$ cat config.mk
export PLATFORM = sky130hd
export DESIGN_NAME = sevenseg_scan
export DESIGN_NICKNAME = d
export VERILOG_FILES = /design/src/rtl/sevenseg_scan_pkg.sv /design/src/rtl/seg_decode.sv /design/src/rtl/sevenseg_scan.sv
export SDC_FILE = /design/constraint.sdc
export NUM_CORES = 1
export LEC_CHECK = 0
export ABC_AREA = 1
export CAP_MARGIN = 20
export CORE_MARGIN = 4
export CORE_UTILIZATION = 50
export CTS_BUF_LIST = sky130_fd_sc_hd__clkbuf_4
export DETAILED_ROUTE_END_ITERATION = 6
export PLACE_DENSITY = 0.82
export SLEW_MARGIN = 25
export SYNTH_ARGS = -nofsm -noshare
export SYNTH_HDL_FRONTEND = slang
export SYNTH_SLANG_ARGS = --single-unit
$ cat constraint.sdc
create_clock -name clk -period 1.78 [get_ports clk]
set_input_delay 0.267 -clock clk [delete_from_list [all_inputs] [get_ports clk]]
set_output_delay 0.267 -clock clk [all_outputs]
set_load 0.005 [all_outputs]
$ cat src/rtl/sevenseg_scan_pkg.sv
// Shared constants for the multiplexed seven-segment scanner: slot length,
// hex-to-segment patterns and the digit index width helper.
package sevenseg_scan_pkg;

  localparam int SLOT_TICKS = 16;

  // Active-high {g,f,e,d,c,b,a} patterns for hex digits 0..F.
  localparam logic [6:0] SEG_PATTERNS [16] = '{
    7'h3F, 7'h06, 7'h5B, 7'h4F, 7'h66, 7'h6D, 7'h7D, 7'h07,
    7'h7F, 7'h6F, 7'h77, 7'h7C, 7'h39, 7'h5E, 7'h79, 7'h71
  };

  function automatic int idx_width(input int n);
    return (n <= 1) ? 1 : $clog2(n);
  endfunction

endpackage

$ cat src/rtl/seg_decode.sv
// Nibble to active-high segment pattern; a blanked digit lights nothing.
module seg_decode
  import sevenseg_scan_pkg::*;
(
  input  logic [3:0] nibble,
  input  logic       blank,
  output logic [6:0] pattern
);

  assign pattern = blank ? 7'h00 : SEG_PATTERNS[nibble];

endmodule

$ cat src/rtl/sevenseg_scan.sv
// Time-multiplexed N-digit hex display driver with prescaler, PWM brightness,
// leading-zero blanking, decimal points and a frame-aligned load handshake.
module sevenseg_scan
  import sevenseg_scan_pkg::*;
#(
  parameter int NUM_DIGITS = 4,
  parameter int DIV_BITS   = 10,
  parameter int ACTIVE_LOW = 1
) (
  input  logic                    clk,
  input  logic                    rst_n,
  input  logic [4*NUM_DIGITS-1:0] value,
  input  logic [NUM_DIGITS-1:0]   dp,
  input  logic                    load,
  input  logic [3:0]              brightness,
  input  logic                    blank_lz,
  output logic                    ld_ack,
  output logic                    frame_start,
  output logic [6:0]              seg,
  output logic                    seg_dp,
  output logic [NUM_DIGITS-1:0]   dig_en
);

  localparam int              IW        = idx_width(NUM_DIGITS);
  localparam int              SW        = $clog2(SLOT_TICKS);
  localparam logic [IW-1:0]   LAST_IDX  = IW'(NUM_DIGITS - 1);
  localparam logic [SW-1:0]   LAST_SLOT = SW'(SLOT_TICKS - 1);
  localparam logic            INV       = (ACTIVE_LOW != 0);

  logic [DIV_BITS-1:0]     prescale;
  logic [SW-1:0]           slot_tick;
  logic [IW-1:0]           idx;
  logic [4*NUM_DIGITS-1:0] shadow_val, disp_val;
  logic [NUM_DIGITS-1:0]   shadow_dp, disp_dp;
  logic                    pending;

  logic                    tick, slot_end, wrap;
  logic                    zero_above;
  logic [NUM_DIGITS-1:0]   blank_vec;
  logic [NUM_DIGITS-1:0]   en_onehot;
  logic [3:0]              cur_nibble;
  logic                    cur_blank;
  logic [6:0]              pattern;

  assign tick        = &prescale;
  assign slot_end    = tick && (slot_tick == LAST_SLOT);
  assign wrap        = slot_end && (idx == LAST_IDX);
  assign frame_start = wrap;
  assign ld_ack      = wrap && pending;

  always_ff @(posedge clk or negedge rst_n) begin
    if (!rst_n) begin
      prescale  <= '0;
      slot_tick <= '0;
      idx       <= '0;
    end else begin
      prescale <= prescale + 1'b1;
      if (tick)
        slot_tick <= slot_tick + 1'b1;
      if (slot_end)
        idx <= (idx == LAST_IDX) ? '0 : idx + 1'b1;
    end
  end

  // Shadow and display registers are cleared on reset so a reset mid-frame
  // leaves nothing stale to show or transfer.
  always_ff @(posedge clk or negedge rst_n) begin
    if (!rst_n) begin
      shadow_val <= '0;
      shadow_dp  <= '0;
      disp_val   <= '0;
      disp_dp    <= '0;
      pending    <= 1'b0;
    end else begin
      // NOTE: non-blocking assignments make a same-cycle load and transfer
      // safe: the display takes the shadow's old contents, not the new write.
      if (wrap && pending) begin
        disp_val <= shadow_val;
        disp_dp  <= shadow_dp;
      end
      if (load) begin
        shadow_val <= value;
        shadow_dp  <= dp;
      end
      if (load)
        pending <= 1'b1;
      else if (wrap)
        pending <= 1'b0;
    end
  end

  always_comb begin
    // NOTE: every comb output gets a default first so no path infers a latch.
    blank_vec  = '0;
    zero_above = 1'b1;
    for (int k = NUM_DIGITS - 1; k >= 0; k--) begin
      zero_above   = zero_above && (disp_val[4*k +: 4] == 4'h0);
      blank_vec[k] = blank_lz && (k != 0) && zero_above;
    end
  end

  always_comb begin
    en_onehot = '0;
    if (slot_tick < brightness)
      en_onehot[idx] = 1'b1;
  end

  assign cur_nibble = disp_val[4*idx +: 4];
  assign cur_blank  = blank_vec[idx];

  seg_decode u_decode (
    .nibble  (cur_nibble),
    .blank   (cur_blank),
    .pattern (pattern)
  );

  // Polarity is applied here so the decoder stays active-high.
  always_ff @(posedge clk or negedge rst_n) begin
    if (!rst_n) begin
      seg    <= {7{INV}};
      seg_dp <= INV;
      dig_en <= {NUM_DIGITS{INV}};
    end else begin
      seg    <= pattern ^ {7{INV}};
      seg_dp <= (disp_dp[idx] && !cur_blank) ^ INV;
      dig_en <= en_onehot ^ {NUM_DIGITS{INV}};
    end
  end

endmodule

---- After elaboration in Yosys (flattened, before gate mapping) ----
Memory sizes are Yosys's and may differ from the RTL's.
Cells that the tools add are included.
storage, ports and cells
  register bits ........................... 69
  memory bits (read-only) ................. 112
  bits of input ports ..................... 28
  output and inout port bits .............. 14
  logic and storage cells ................. 55
  memories ................................ 1
memories
  memory            depth  width  rd ports  clocked after Yosys merged registers in  wr ports  RTL line          text
  (name not given)  16     7      1         0                                        0         seg_decode.sv:10  assign pattern = blank ? 7'h00 : SEG_PATTERNS[nibble];
cells by class
  add/subtract/negate cells ............... 3
  magnitude comparators ................... 4
  eq/ne operators ......................... 2
  shift operators ......................... 1
  multiplexer cells ....................... 13
  bitwise gates (word level) .............. 4
  reduce and logical (&&, ||, !) cells .... 16
operators with widths
  kind                                                                           number
  7-bit two-way mux                                                              3
  16-bit by 5-bit indexed part select with 4-bit output                          1
  4-bit logical NOT                                                              3
  10-bit by 1-bit adder with 10-bit output (second input constant)               1
  1-bit logical AND                                                              10
  10-bit AND reduction                                                           1
  7-bit inverter                                                                 1
  5-bit >= comparator (second input constant)                                    1
  1-bit two-way mux                                                              5
  4-bit inverter with 5-bit output                                               1
  4-bit by 1-bit adder with 4-bit output (second input constant)                 1
  1-bit binary-select mux with 2-bit select                                      2
  4-bit == test (second input constant)                                          1
  4-bit less-than comparator                                                     1
  4-bit two-way mux                                                              1
  4-bit inverter                                                                 1
  2-bit by 3-bit less-than comparator with 1-bit output (second input constant)  1
  2-bit by 1-bit adder with 2-bit output (second input constant)                 1
  1-bit demux with 2-bit select                                                  1
  2-bit == test (second input constant)                                          1
  2-bit by 1-bit >= comparator with 1-bit output (second input constant)         1
  2-bit two-way mux                                                              1
  2-bit nonzero test                                                             1
  1-bit logical NOT                                                              1
  1-bit inverter                                                                 1

---- Depth between registers and ports, before layout ----
Gate-level depths: netlist of the first run.
  depth in word-level cells ............... 9
  depth in mapped cells ................... 11
  mapped depth without buffers ............ 11

---- Cells and area by module ----
A second synthesis of the first run with hierarchy kept.
unflattened totals
  cell total of the unflattened synthesis .. 385
  area, all modules ....................... 3423.3 µm²
by module, submodules not included
  module         times used  cells an instance  area an instance (µm²)  seq. area each (µm²)
  sevenseg_scan  1           331                3103.0                  1741.7
  seg_decode     1           54                 320.3                   0.0

---- Least setup slack after synthesis of the first run ----
Ideal clock, no wire load.
  kind .................................... register to register
  from .................................... register idx[0]
  to ...................................... register seg[0]
  setup time .............................. 0.084 ns
  arrival time ............................ 1.548 ns
  required time ........................... 1.696 ns
  slack ................................... 0.148 ns
  stages on the path, launching flop included .. 12
  path buffers ............................ 2
  clock period less this slack ............ 1.632 ns
  path through ............................ dfrtp_1 buf_2 buf_2 nand2_1 nand3_1 nand2_1 inv_1 ha_1 inv_1 nand2_1 nand3_1 nand3_1
between the ends
  cells in the longest elaborated chain, start to end .. 7
  elaborated cells on any way between the ends .. 9
  those cells by class .................... shift (1); mux (5); bitwise (2); memory (1)
RTL lines
  element                                                 RTL line              text
  start: declaration                                      sevenseg_scan.sv:32   logic [IW-1:0] idx;
  start signal: assignment                                sevenseg_scan.sv:61   idx <= (idx == LAST_IDX) ? '0 : idx + 1'b1;
  16-bit by 5-bit indexed part select with 4-bit output   sevenseg_scan.sv:108  assign cur_nibble = disp_val[4*idx +: 4];
  4-bit inverter with 5-bit output (not written as such)  seg_decode.sv:10
  memory 16 x 7 bit                                       --
  7-bit two-way mux (not written as such) (2 in series)   seg_decode.sv:10
  7-bit two-way mux (*)                                   seg_decode.sv:10
  7-bit inverter (no source line) (*)                     --
  end signal: assignment                                  sevenseg_scan.sv:120  seg <= {7{INV}};
  end signal: assignment                                  sevenseg_scan.sv:124  seg <= pattern ^ {7{INV}};
  end: declaration                                        sevenseg_scan.sv:19   output logic [6:0] seg,
Mark *: on every way between the ends. The rest lies on a longest branch, timed or not. The select of a mux whose other input is x is not followed.
A chain may end at the register's enable or synchronous reset.

---- Worst setup path after layout of the first run ----
  from .................................... register prescale[1]
  to ...................................... output port ld_ack
between the ends
  cells in the longest elaborated chain, start to end .. 4
RTL lines
  element                   RTL line             text
  start: declaration        sevenseg_scan.sv:30  logic [DIV_BITS-1:0] prescale;
  start signal: assignment  sevenseg_scan.sv:57  prescale <= prescale + 1'b1;
  10-bit AND reduction      sevenseg_scan.sv:45  assign tick = &prescale;
  1-bit logical AND         sevenseg_scan.sv:46  assign slot_end = tick && (slot_tick == LAST_SLOT);
  1-bit logical AND         sevenseg_scan.sv:47  assign wrap = slot_end && (idx == LAST_IDX);
  1-bit logical AND         sevenseg_scan.sv:49  assign ld_ack = wrap && pending;
  end: declaration          sevenseg_scan.sv:17  output logic ld_ack,
Every way passes these cells.

==> impl_metrics.tcl, run 1 <==
set metrics [dict create \
    dp_cells 514 \
    antenna_found_initial 0 \
    wl_per_cell_um 13.1 \
    yosys_warnings 0 \
    setup_slack_ps -112 \
    post_route_cells_drive_above_1_share_pct 19.4 \
    critical_path_class "flop to primary output" \
    vias_per_cell 5.08 \
    slew_headroom_pct 62.3 \
    routed_wl_um 7110 \
    finalCritPeriodShare_pct 106 \
    die_h_um 89.9 \
    critPathLaunchType "flop" \
    ir_worst_vdd_mv 0.537 \
    synth_seq_cells 69 \
    p_total_mw 2.82 \
    synthCells 392 \
    cts_tree "yes" \
    stdcell_count 545 \
    firstDrtPassIters 5 \
    drt_iter0_markers 183 \
    core_area_um2 6420 \
    fin_nets 506 \
    stdcell_area_um2 4280 \
    dpl_worst_slack_ps -32.5 \
    clk_pin_slew_ps 130 \
    grt_pass1_wl_um 11800 \
    rrSetupSlack_ps -30 \
    vias 2767 \
    layout_common_cells "152 x nand2_1, 57 x dfrtp_1, 38 x clkdlybuf4s50_1" \
    slew_violations 0 \
    hold_viol 0 \
    clkSinkCount 69 \
    worst_pin_slew_ps 564 \
    clk_path_buf_depth 2 \
    grt_max_degree 49 \
    insertion_delay_ps 420 \
    crit_path_end_kind "primary output" \
    io_pins 42 \
    syn_nets 435 \
    ys_types 27 \
    fillers 497 \
    powerDensity_nw_per_um2 660 \
    skew_ps 18.7 \
    port_buffers 41 \
    die_w_um 89.9 \
    fmax_mhz 529 \
    hold_path_class "input port to async pin" \
    start_util_pct 52.2 \
    antenna_left 0 \
    grt_use_total_pct 17.5 \
    grt_overflow 0 \
    yosysSeqAreaShare_pct 51.9 \
    outcome "finished with violations" \
    gp_routability_congestion 0.878 \
    synthToLayoutAreaGrowth_pct 27.5 \
    drv_cap 0 \
    cts_inserted_buffers 9 \
    htreeDepth 3 \
    rows 29 \
    syn_area_per_cell_um2 8.56 \
    placed_area_um2 3950 \
    setup_violations 11 \
    fin_tns_setup_ps -290 \
    fp.dieArea_um2 8080 \
    min_period_ps 1890 \
    cp.required_ps 1510 \
    diodes 0 \
    hpwl_um 4730 \
    hold_ws_ps 357 \
    violations "setup timing" \
    cp.arrival_ps 1620 \
    p_leak_nw 2.21 \
    fin_util_pct 66.6 \
    rsz0062_at_grt "yes" \
    crit_fanout 2 \
    syn_area_um2 3350 \
    final_common_cell "nand2_1" \
    grt_pass1_vias 2608 \
    cts_root_buf "clkbuf_4" \
    route.detailed.drc 0 \
]
area by class of cell:
| cell class | count | area, µm² | area share [%] |
|---|---|---|---|
| Clock inverter | 7 | 72.6 | 1.70 |
| Clock buffer | 9 | 67.6 | 1.58 |
| Multi-Input combinational cell | 283 | 1520 | 35.6 |
| Inverter | 27 | 101 | 2.37 |
| Tap cell | 77 | 96.3 | 2.25 |
| Timing Repair Buffer | 73 | 676 | 15.8 |
| Sequential cell | 69 | 1740 | 40.7 |
power by group:
part / total (mW) / switching, mW / internal, mW / leakage (nW)
sequential: 1.63 / 0.0226 / 1.61 / 0.866
clock: 1.03 / 0.599 / 0.432 / 0.0727
combinational: 0.158 / 0.0761 / 0.0814 / 1.27
cell usage after synthesis:
library cell | n | area share [%]
o211ai_1 | 1 | 0.22
a21oi_1 | 1 | 0.15
nand4_1 | 21 | 3.9
nand3_1 | 32 | 4.8
inv_1 | 24 | 2.7
nand3b_1 | 1 | 0.22
o22ai_1 | 1 | 0.19
nand2_1 | 158 | 18
dfrtp_1 | 57 | 43
xor2_1 | 8 | 2.1
inv_2 | 3 | 0.34
xnor2_1 | 3 | 0.78
nor2_4 | 1 | 0.34
ha_1 | 15 | 5.6
dfstp_2 | 12 | 9.4
nor2_8 | 1 | 0.60
nand3_4 | 2 | 1.0
clkbuf_1 | 8 | 0.90
nor3_1 | 1 | 0.15
nor2_1 | 22 | 2.5
nand2_2 | 2 | 0.37
nor2_2 | 1 | 0.19
a21boi_0 | 1 | 0.22
buf_6 | 4 | 1.3
o21ai_0 | 8 | 1.2
buf_2 | 3 | 0.45
or2_2 | 1 | 0.19
flip-flops by register name (all words and copies together) (netlist names), 2 cells and up:
signal,flops
slot_tick,4
disp_val,16
prescale,10
dig_en,4
seg,7
disp_dp,4
shadow_val,16
idx,2
shadow_dp,4
cells by family (layout without fill, tap and decap cells):
logic type | Yosys count | in the layout | share of synthesized area (%)
DFF | 69 | 69 | 51.9
xor gates and xnor gates | 11 | 11 | 2.87
adders and majority gates | 15 | 15 | 5.59
buffers and inverters | 42 | 116 | 5.71
AOI/OAI and AO/OA | 12 | 12 | 1.98
and+or+nand+nor | 243 | 245 | 31.9
worst max-delay path, cell delays in order, from the launching register on:
cell	delay [ps]
dfrtp_1	380
ha_2	200
nand3_2	80
nor2_2	100
nand4_1	120
buf_4	180
nor2_4	70
buf_2	110
repair_timing:
item | CTS | global route
pin swaps | 5 | 7
setup endpoints to repair | 2 | 28
gates cloned | 0 | 2
gates resized for setup | 14 | 16
endpoints found under the hold margin | 57 | 0
hold buffers | 1 | 0
buffers inserted | 4 | 8
metal layers:
| metal | global-route usage (%) | vias up | part of all wire, % |
|---|---|---|---|
| met5 | 0 | - | 0 |
| met4 | 8.16 | 0 | 2.7 |
| met3 | 2.67 | 17 | 4.0 |
| met2 | 29.6 | 70 | 50 |
| met1 | 22.3 | 1279 | 43 |
| li1 | - | 1401 | - |
worst paths after layout:
| check | startpoint | endpoint | cells after the start |
|---|---|---|---|
| hold / removal | rst_n | prescale[3]$_DFF_PN0_ | 3 |
| setup / recovery | prescale[1]$_DFF_PN0_ | ld_ack | 7 |
| hold reg to reg | shadow_val[14]$_DFFE_PN0P_ | shadow_val[14]$_DFFE_PN0P_ | 2 |
| max in group asynchronous | rst_n | dig_en[1]$_DFF_PN1_ | 3 |
| min in group clk | value[3] | shadow_val[3]$_DFFE_PN0P_ | 3 |
| setup reg to reg | prescale[1]$_DFF_PN0_ | disp_val[8]$_DFFE_PN0P_ | 11 |
Power figures use the tool's default switching activity.
==> run 2: changes to the inputs <==
--- a/config.mk
+++ b/config.mk
@@ -6,7 +6,7 @@
 export NUM_CORES = 1
 export LEC_CHECK = 0
 export ABC_AREA = 1
-export CAP_MARGIN = 20
+export CAP_MARGIN = 30
 export CORE_MARGIN = 4
 export CORE_UTILIZATION = 50
 export CTS_BUF_LIST = sky130_fd_sc_hd__clkbuf_4
==> results of run 2 <==
Same layout as run 1: the final DEF is identical, and so are final timing and power.
==> patch, RTL diff (settings of run 1) <==
Remove the register `seg`: a continuous assignment takes its place, so the output `seg` follows one clock earlier.
--- a/src/rtl/sevenseg_scan.sv
+++ b/src/rtl/sevenseg_scan.sv
@@ -118,9 +118,7 @@
   always_ff @(posedge clk or negedge rst_n) begin
     if (!rst_n) begin
-      seg    <= {7{INV}};
       seg_dp <= INV;
       dig_en <= {NUM_DIGITS{INV}};
     end else begin
-      seg    <= pattern ^ {7{INV}};
       seg_dp <= (disp_dp[idx] && !cur_blank) ^ INV;
       dig_en <= en_onehot ^ {NUM_DIGITS{INV}};
@@ -128,4 +126,6 @@
   end
 
+  assign seg = pattern ^ {7{INV}};
+
 endmodule
 
Check against the original RTL: not equivalent (Yosys sat finds a counterexample within 4 cycles, from zero or initial values and one cycle with rst_n low).
==> patch against run 1 <==
  * The flow still finishes with violations (setup timing)
  * Critical endpoint is now seg[3]
  * Final area is 6.6% higher
  * Area after synthesis is 5.9% lower
  * Total power is 8.5% lower
  * Critical path type unchanged
  * Setup slack worse by 0.41 ns
  * Wire length is 34% higher
  * Sequential power is 9.8% lower
  * Sequential cell count is 7 lower
  * Register-to-register slack better by 0.08 ns
==> patch: results <==
export IMPL_p_switching_uw=624
export IMPL_initialDrtViolationCount=289
export IMPL_placed_cell_area_um2=3910
export IMPL_grt_start_max_net_pins=63
export IMPL_fin_ws_ns=-0.518
export IMPL_gr_usage_all_layers=0.244
export IMPL_synth_fp_nets=419
export IMPL_finalWirelength_um=9530
export IMPL_synth_top_area_share=0.452
export IMPL_synth_distinct_cells=30
export IMPL_avgViaCountPerCell=5.63
export IMPL_grt_pass1_wl_um=14200
export IMPL_status="complete, but fails checks"
export IMPL_setup_violations_final=9
export IMPL_slew_headroom=0.604
export IMPL_dr_pass1_iters=7
export IMPL_grt_pass1_vias=3085
export IMPL_clock_skew_ns=0.0286
export IMPL_ir_worst_vdd_v=0.000558
export IMPL_tns_ns=-3.62
export IMPL_place_congestion=0.867
export IMPL_violations="setup timing"
export IMPL_synthTopCellsByCount="nand2_1, dfrtp_1, nand3_1, inv_1, nand4_1"
export IMPL_synthTopCellsByArea="dfrtp_1, nand2_1, ha_1"
export IMPL_crit_slowest_cell="dfrtp_2"
export IMPL_nFillCells=392
[patch: layout make-up]
cell class                 instances  area [um^2]  area share
timing repair buffer             110         1010       0.221
clock buffer                      10         75.1      0.0165
tap                               75         93.8      0.0206
clock inverter                     6         52.6      0.0115
inverter                          23         92.6      0.0203
sequential                        62         1560       0.342
multi-input combinational        276         1680       0.368
[patch: timing repair]
item,in CTS,in global routing
gates cloned,0,2
hold buffers,1,0
setup endpoints to repair,9,29
pin swaps,19,15
setup buffers,21,4
resized for setup,99,27
endpoints found under the hold margin,57,0
[patch: worst min-delay path, delay by kind of cell]
kind / cells / cell delay [ns]
buffers and inverters: 3 / 0.93
[patch: worst paths after layout]
check | to | cells after the start | startpoint
min in group clk | shadow_val[7]$_DFFE_PN0P_ | 3 | value[7]
worst max-delay path | seg[3] | 10 | idx[0]$_DFFE_PN0P_
worst max register to register | disp_val[12]$_DFFE_PN0P_ | 11 | prescale[1]$_DFF_PN0_
worst min register to register | shadow_dp[0]$_DFFE_PN0P_ | 2 | shadow_dp[0]$_DFFE_PN0P_
worst min-delay path | prescale[4]$_DFF_PN0_ | 3 | rst_n
max in group asynchronous | seg_dp$_DFF_PN1_ | 3 | rst_n
[patch: cells by family (layout without fill, tap and decap cells)]
| group | Yosys count | after routing | share of synthesized area |
|---|---|---|---|
| and+or+nand+nor | 237 | 237 | 0.336 |
| AOI/OAI and AO/OA | 13 | 13 | 0.0238 |
| adders and majority gates | 15 | 15 | 0.0595 |
| DFF | 62 | 62 | 0.494 |
| buffers and inverters | 38 | 149 | 0.0567 |
| xor gates and xnor gates | 11 | 11 | 0.0305 |
[patch: per-stage QoR]
step	hold WS, ns	total power, mW
6_report	0.356	2.58
5_1_grt	0.383	2.67
4_1_cts	0.365	2.57
3_5_place_dp	0.298	1.65
3_3_place_gp	0.293	1.65
2_1_floorplan	-0.0286	1.54
[patch: metal layers]
layer / part of all wire / routed length [um] / GRT usage / vias up
met3: 0.071 / 675 / 0.0530 / 70
met5: 0 / 0 / 0 / -
met2: 0.50 / 4770 / 0.405 / 197
li1: - / - / - / 1421
met4: 0.071 / 674 / 0.179 / 0
met1: 0.36 / 3410 / 0.274 / 1477
[patch: power groups by stage]
| stage | logic, mW | registers (mW) | clock network [mW] |
|---|---|---|---|
| 2_1_floorplan | 0.0520 | 1.49 | 0 |
| 3_3_place_gp | 0.149 | 1.50 | 0 |
| 3_5_place_dp | 0.156 | 1.50 | 0 |
| 4_1_cts | 0.158 | 1.47 | 0.944 |
| 5_1_grt | 0.178 | 1.48 | 1.02 |
| 6_report | 0.158 | 1.47 | 0.951 |
